==> config.mk <==
export PLATFORM = sky130hd
export DESIGN_NAME = vram_write_sched
export DESIGN_NICKNAME = d
export VERILOG_FILES = /design/src/rtl/vram_sched_pkg.sv /design/src/rtl/rr_arb2.sv /design/src/rtl/vram_write_sched.sv
export SDC_FILE = /design/constraint.sdc
export NUM_CORES = 1
export LEC_CHECK = 0
export BUFFER_PORTS_ARGS = -buffer_cell sky130_fd_sc_hd__buf_2
export CAP_MARGIN = 20
export CORE_UTILIZATION = 45
export DETAILED_ROUTE_END_ITERATION = 10
export PLACE_DENSITY = 0.7
export SLEW_MARGIN = 20
export SYNTH_ARGS = -nofsm -noshare
export SYNTH_HDL_FRONTEND = slang
export SYNTH_SLANG_ARGS = --single-unit
==> constraint.sdc <==
create_clock -name clk -period 2.6 [get_ports clk]
set_clock_uncertainty 0.1 [all_clocks]
set_input_delay 0.39 -clock clk [delete_from_list [all_inputs] [get_ports clk]]
set_output_delay 0.39 -clock clk [all_outputs]
set_load 0.05 [all_outputs]
==> src/rtl/vram_sched_pkg.sv <==
// Shared types and sizes for the VRAM write scheduler.
package vram_sched_pkg;
  localparam int VRAM_DEPTH = 20480;
  localparam int VRAM_AW    = 19;
  localparam int PIX_W      = 12;

  typedef enum logic {
    S_ARB   = 1'b0,
    S_CLEAR = 1'b1
  } sched_state_t;
endpackage

==> src/rtl/rr_arb2.sv <==
// Two-way round-robin arbiter; the requester granted most recently loses the next tie.
// Latency: grant is combinational from req/accept; the priority pointer updates on each grant.
// Backpressure: accept=0 withholds both grants.
module rr_arb2 (
  input  logic       clk,
  input  logic       reset,
  input  logic [1:0] req,
  input  logic       accept,
  output logic [1:0] gnt
);
  logic rr_last;

  always_comb begin
    gnt = 2'b00;
    if (accept) begin
      case (req)
        2'b01:   gnt = 2'b01;
        2'b10:   gnt = 2'b10;
        2'b11:   gnt = rr_last ? 2'b01 : 2'b10;
        default: gnt = 2'b00;
      endcase
    end
  end

  // Reset value 1 lets requester 0 win the first tie.
  always_ff @(posedge clk or negedge reset) begin
    if (!reset)
      rr_last <= 1'b1;
    else if (|gnt)
      rr_last <= gnt[1];
  end
endmodule

==> src/rtl/vram_write_sched.sv <==
// Ping-pong VRAM write port: round-robin sharing, frame-tick bank swap, optional clear sweep.
// Latency: accepted request appears on wr_* one cycle later; bank toggles the cycle after the swap event.
// Backpressure: grants are withheld in the swap-event cycle and for the whole clear sweep.
module vram_write_sched
  import vram_sched_pkg::*;
#(
  parameter int ADDR_W = VRAM_AW,
  parameter int DATA_W = PIX_W,
  parameter int DEPTH  = VRAM_DEPTH
) (
  input  logic              clk,
  input  logic              reset,
  input  logic              frame_tick,
  input  logic              swap_req,
  input  logic              clear_en,
  input  logic [DATA_W-1:0] clear_color,
  input  logic              r0_req,
  input  logic [ADDR_W-1:0] r0_addr,
  input  logic [DATA_W-1:0] r0_data,
  output logic              r0_gnt,
  input  logic              r1_req,
  input  logic [ADDR_W-1:0] r1_addr,
  input  logic [DATA_W-1:0] r1_data,
  output logic              r1_gnt,
  output logic              wr_en,
  output logic [ADDR_W-1:0] wr_addr,
  output logic [DATA_W-1:0] wr_data,
  output logic              wr_bank,
  output logic              swap_ack,
  output logic              clearing,
  output logic [15:0]       frame_count
);
  localparam int CNT_W = $clog2(DEPTH);

  sched_state_t      state, state_nxt;
  logic              swap_pending;
  logic              swap_evt;
  logic              accept;
  logic              clear_last;
  logic [1:0]        gnt;
  logic [CNT_W-1:0]  clear_cnt;
  logic [DATA_W-1:0] clear_color_q;

  assign swap_evt = frame_tick & (swap_pending | swap_req) & (state == S_ARB);
  assign clearing = (state == S_CLEAR);
  assign r0_gnt   = gnt[0];
  assign r1_gnt   = gnt[1];

  rr_arb2 u_arb (
    .clk    (clk),
    .reset  (reset),
    .req    ({r1_req, r0_req}),
    .accept (accept),
    .gnt    (gnt)
  );

  always_ff @(posedge clk or negedge reset) begin
    if (!reset)
      state <= S_ARB;
    else
      state <= state_nxt;
  end

  always_comb begin
    state_nxt  = state;
    accept     = 1'b0;
    clear_last = 1'b0;
    case (state)
      S_ARB: begin
        // No requester write may straddle the bank toggle.
        accept = ~swap_evt;
        if (swap_evt && clear_en)
          state_nxt = S_CLEAR;
      end
      S_CLEAR: begin
        clear_last = (clear_cnt == CNT_W'(DEPTH - 1));
        if (clear_last)
          state_nxt = S_ARB;
      end
      default: state_nxt = S_ARB;
    endcase
  end

  always_ff @(posedge clk or negedge reset) begin
    if (!reset) begin
      swap_pending  <= 1'b0;
      swap_ack      <= 1'b0;
      wr_bank       <= 1'b0;
      frame_count   <= 16'd0;
      clear_color_q <= '0;
      clear_cnt     <= '0;
      wr_en         <= 1'b0;
      wr_addr       <= '0;
      wr_data       <= '0;
    end else begin
      swap_pending <= swap_evt ? 1'b0 : (swap_pending | swap_req);
      swap_ack     <= swap_evt;
      if (swap_evt) begin
        wr_bank     <= ~wr_bank;
        frame_count <= frame_count + 16'd1;
        if (clear_en)
          clear_color_q <= clear_color;
      end
      if (clearing)
        clear_cnt <= clear_last ? '0 : clear_cnt + 1'b1;

      wr_en <= clearing | (|gnt);
      if (clearing) begin
        wr_addr <= ADDR_W'(clear_cnt);
        wr_data <= clear_color_q;
      end else if (gnt[0]) begin
        wr_addr <= r0_addr;
        wr_data <= r0_data;
      end else if (gnt[1]) begin
        wr_addr <= r1_addr;
        wr_data <= r1_data;
      end
    end
  end
endmodule

# Word-level counts from Yosys, hierarchy flattened
# Cells that the tools add are included.
# totals
ff_bits,80
latch_bits,0
ram_bits,0
romBits,0
output_inout_bits,53
elab_cells,44
mem_count,0
# classes
n_addsub,2
mul,0
n_div,0
order_cmp,0
n_eq_ne,4
n_shift,0
mux,16
bitwise_logic,7
reduce_logical,4
# op_table
cell,count
2-to-1 mux 19 bit,3
2-to-1 mux 12 bit,3
adder 16 x 1 -> 16 bit (second input constant),1
adder 15 x 1 -> 15 bit (second input constant),1
== test 15 bit (second input constant),1
2-to-1 mux 15 bit,1
case mux 2 bit (3 select lines),1
2-to-1 mux 1 bit,5
== test 2 bit (second input constant),2
2-to-1 mux 2 bit,2
inverter 1 bit,3
nonzero test 3 bit,1
bitwise AND 1 bit,2
== test 2 x 1 -> 1 bit (second input constant),1
OR 1 bit,2
case mux 1 bit (2 select lines),1
AND reduction 2 bit,1
OR reduction 2 bit,1
logical AND 1 bit,1

# Depth between registers and ports, before layout
# logic_depth
word_depth,9
depth_mapped,6
ltp_nobuf,5

# Modules after synthesis
# A second synthesis with hierarchy kept.
# unflattened
hier_cells,381
hier_area_um2,3816.2
# modules_own_cells
module,n_inst,cells_per_inst,area_per_inst_um2
vram_write_sched,1,373,3753.6
rr_arb2,1,8,62.6

# Least setup slack after synthesis
# OpenSTA, ideal clock, no wires.
# synth_timing
kind,reg-to-output
from,reg state (netlist: clearing)
to,out r1_gnt
t_arrival_ns,1.487
slack_ns,0.623
path_stages_with_launch,3
path_buffers,1
path_cell_list,dfrtp_1 > a2111oi_2 > buf_2
# synth_via
elab_chain_len,5
# synth_lines
item,line,source
start: declaration,vram_write_sched.sv:35,"sched_state_t state, state_nxt;"
start signal: assignment,vram_write_sched.sv:61,state <= state_nxt;
inverter 1 bit,n/a,
bitwise AND 1 bit,vram_write_sched.sv:44,assign swap_evt = frame_tick & (swap_pending | swap_req) & (state == S_ARB);
inverter 1 bit,vram_write_sched.sv:71,accept = ~swap_evt;
2-to-1 mux 1 bit (*),vram_write_sched.sv:68,case (state)
2-to-1 mux 2 bit (*),rr_arb2.sv:15,if (accept) begin
end: declaration,vram_write_sched.sv:24,"output logic r1_gnt,"
# Every way passes the cells marked *; elsewhere a longest branch is shown, timed or not.

# Worst setup path in the final report
# layout_timing
from,reg state (netlist: clearing)
to,out r0_gnt
# layout_via
elab_chain_len,5
# layout_lines
item,line,source
inverter 1 bit,n/a,
bitwise AND 1 bit,vram_write_sched.sv:44,
inverter 1 bit,vram_write_sched.sv:71,
2-to-1 mux 1 bit (*),vram_write_sched.sv:68,
2-to-1 mux 2 bit (*),rr_arb2.sv:15,
end: declaration,vram_write_sched.sv:20,"output logic r0_gnt,"
# Marked as above.

==> reports/qor.yml <==
status:
  status: "finished clean"
global_routing:
  antenna_found_initial: 0
  grt_max_degree: 49
  track_usage: 0.215
  grt_overflow: 0
  grt_pass1_wl_mm: 14.0
  grt_pass1_vias: 2957
floorplan:
  die_w_um: 90.6
  io_pins: 134
  core_um2: 7410
  row_count: 31
  fp.dieH_um: 90.6
  dieArea_um2: 8220
  start_util: 0.477
place:
  hpwl_mm: 6.15
  portBuffers: 133
  gp_congestion: 0.776
sta:
  setup_viol: 0
  slew_violations: 0
  setup_tns_ns: 0
  fmax_mhz: 425
  period_minus_slack_ns: 2.35
  hold_viol_final: 0
  relSlewSlack: 0.595
  rsz0062_at_grt: "false"
  worst_pin_slew_ns: 0.603
  fin_crit_sh: 0.905
clock_network:
  numCtsBuffers: 9
  clk_latency_ns: 0.34
  cts_resized: 0
  clkTransAtPathRegs_ns: 0.08
  clock-sinks: 80
  cts_tree: "yes"
  cts_setup_buffers: 0
  cts_buffer_depth: 2
  ctsRootBufferMaster: "clkbuf_8"
  htreeDepth: 3
  hold_buffers: 1
drt:
  drtAntennaViolNets: 0
  first_iter_violations: 173
  wl_per_cell_um: 15.3
  num_vias: 2979
  routed_wl_mm: 8.42
  drc_errors: 0
  first_pass_iters: 6
  viasPerCell: 5.42
layout:
  drive_gt1_frac: 0.392
  area_growth_pct: 27.7
  n_fill_cell: 639
  fin_util: 0.610
  diodes: 0
  final_nets: 530
synthesis:
  synth_area_um2: 3540
  syn_nets: 394
  ys_seq_elements: 80
  postSynthCellCount: 311
  synth-seq-area-share: 0.567
  yosysWarningCount: 0
  ys.flop_type: "dfrtp_1"
  synthArstFlopShare: 1.00
  synth_cell_types: 41
  avgSynthCellArea_um2: 11.4
  synth_edf_count: 0
power_and_ir_drop:
  irDropWorstVdd_v: 0.000252
  pwr_density_cell_nw_per_um2: 483
  p_leak_nw: 2.38
setup_path:
  critPathLaunchType: "flop"
  path_buf_inv: 2
  cpPeakStageDelay_ns: 0.53
  crit_start: "clearing"
  cp_top_family: "buffers and inverters"
  path_class: "reg2out"
  crit_chain: "inv_2, o2111a_1, buf_2"
  worst-path-max-fanout: 16
  crit_required_ns: 2.11
  arrival_ns: 1.86
  end_kind: "output pin"
  r2r-start: "clearing"
  critPathSlowestCell: "dfrtp_1"
hold_path:
  hold_path_class: "in2reg"
  hold_start: "r1_addr[11]"
flow_run:
  max-cap-violations: 0
[final cells by class]
class	count	area (µm²)	share of cell area
sequential	80	2000	0.443
clock buffer	11	151	0.0335
timing repair buffer	141	756	0.167
clock inverter	4	20.0	0.00443
tap	99	124	0.0274
inverter	10	37.5	0.00831
multi-input combinational	205	1430	0.316
[cells by family (layout without fill, tap and decap cells)]
logic type / Yosys count / in the layout / synth area share
adder cells (fa/ha/maj): 2 / 2 / 0.00708
multiplexers: 24 / 24 / 0.0725
AND/OR/NAND/NOR: 98 / 98 / 0.134
flip-flops: 80 / 80 / 0.567
AO/OA/AOI/OAI: 54 / 54 / 0.119
buffers and inverters: 26 / 166 / 0.0340
XOR/XNOR: 27 / 27 / 0.0669
[per-layer routing]
metal / GRT usage / vias up / routed length [µm]
li1: - / 1406 / -
met1: 0.298 / 1432 / 3870
met2: 0.334 / 132 / 3800
met3: 0.0463 / 9 / 647
met4: 0.0780 / 0 / 107
met5: 0 / - / 0
[placed cells by master, fill, tap and decap left out, types with 2 or more instances in the layout]
| master | instances |
|---|---|
| and3_1 | 5 |
| a21oi_1 | 12 |
| mux2_2 | 13 |
| buf_12 | 2 |
| clkinv_2 | 4 |
| o22ai_1 | 10 |
| nand3_1 | 8 |
| buf_2 | 132 |
| xnor2_1 | 17 |
| nor4_2 | 2 |
| nand2_1 | 45 |
| o21ai_0 | 2 |
| a222oi_1 | 20 |
| mux2i_1 | 11 |
| inv_1 | 9 |
| clkbuf_8 | 11 |
| xor2_1 | 10 |
| a22oi_1 | 2 |
| dfrtp_1 | 79 |
| ha_1 | 2 |
| o21a_1 | 2 |
| nand4_1 | 8 |
| buf_4 | 6 |
| nor3_1 | 6 |
| nor2_1 | 15 |
| nor4_1 | 2 |
[final timing paths]
path | end | slack [ns] | cells past startpoint
worst max-delay path | r0_gnt | 0.25 | 3
worst min-delay path | wr_addr[11] | 0.14 | 3
worst max register to register | clear_cnt[14] | 0.56 | 5
worst min register to register | wr_bank | 0.37 | 1
max in group asynchronous | u_arb.rr_last | 1.33 | 3
min in group asynchronous | wr_data[11] | 0.43 | 2
[power breakdown]
part | leakage, nW | switching [mW] | total (mW) | internal (mW)
Sequential | 1.07 | 0.00601 | 1.25 | 1.25
Combinational | 1.22 | 0.0658 | 0.121 | 0.0551
Clock | 0.0947 | 0.418 | 0.805 | 0.387
[synthesized netlist by cell type (all sizes together) (5+ instances only)]
cell / instances / share of area
o22ai: 10 / 0.018
a21oi: 12 / 0.017
mux2: 13 / 0.041
nand3: 9 / 0.014
nor3: 7 / 0.011
inv: 10 / 0.011
nand2: 45 / 0.048
clkbuf: 6 / 0.0064
nand4: 9 / 0.018
xor2: 10 / 0.025
dfrtp: 79 / 0.56
and3: 5 / 0.0088
mux2i: 11 / 0.031
xnor2: 17 / 0.042
buf: 10 / 0.017
a222oi: 20 / 0.057
nor2: 15 / 0.016
[worst register-to-register path: cells and delay by family (launching register included)]
family | cells | cell delay [ns]
flip-flops | 1 | 0.60
buffers and inverters | 1 | 0.35
AO/OA/AOI/OAI | 1 | 0.11
AND/OR/NAND/NOR | 3 | 0.82
[sequential cells by signal, indices dropped and copies added, names as in the netlist, 12 cells and up]
name / cells
clear_cnt: 15
clear_color_q: 12
frame_count: 16
wr_addr: 19
wr_data: 12
[metrics by stage]
stage | cells | total power, mW | cell area (µm²) | hold slack (ns) | setup slack (ns)
floorplan | 311 | 1.30 | 3540 | -0.00559 | 0.623
global placement | 534 | 1.40 | 4340 | 0.258 | 0.600
detailed placement | 534 | 1.40 | 4340 | 0.262 | 0.595
CTS | 550 | 2.21 | 4520 | 0.122 | 0.261
global route | 550 | 2.27 | 4520 | 0.143 | 0.172
finish | 550 | 2.18 | 4520 | 0.137 | 0.247
(Power assumes the default switching activity.)
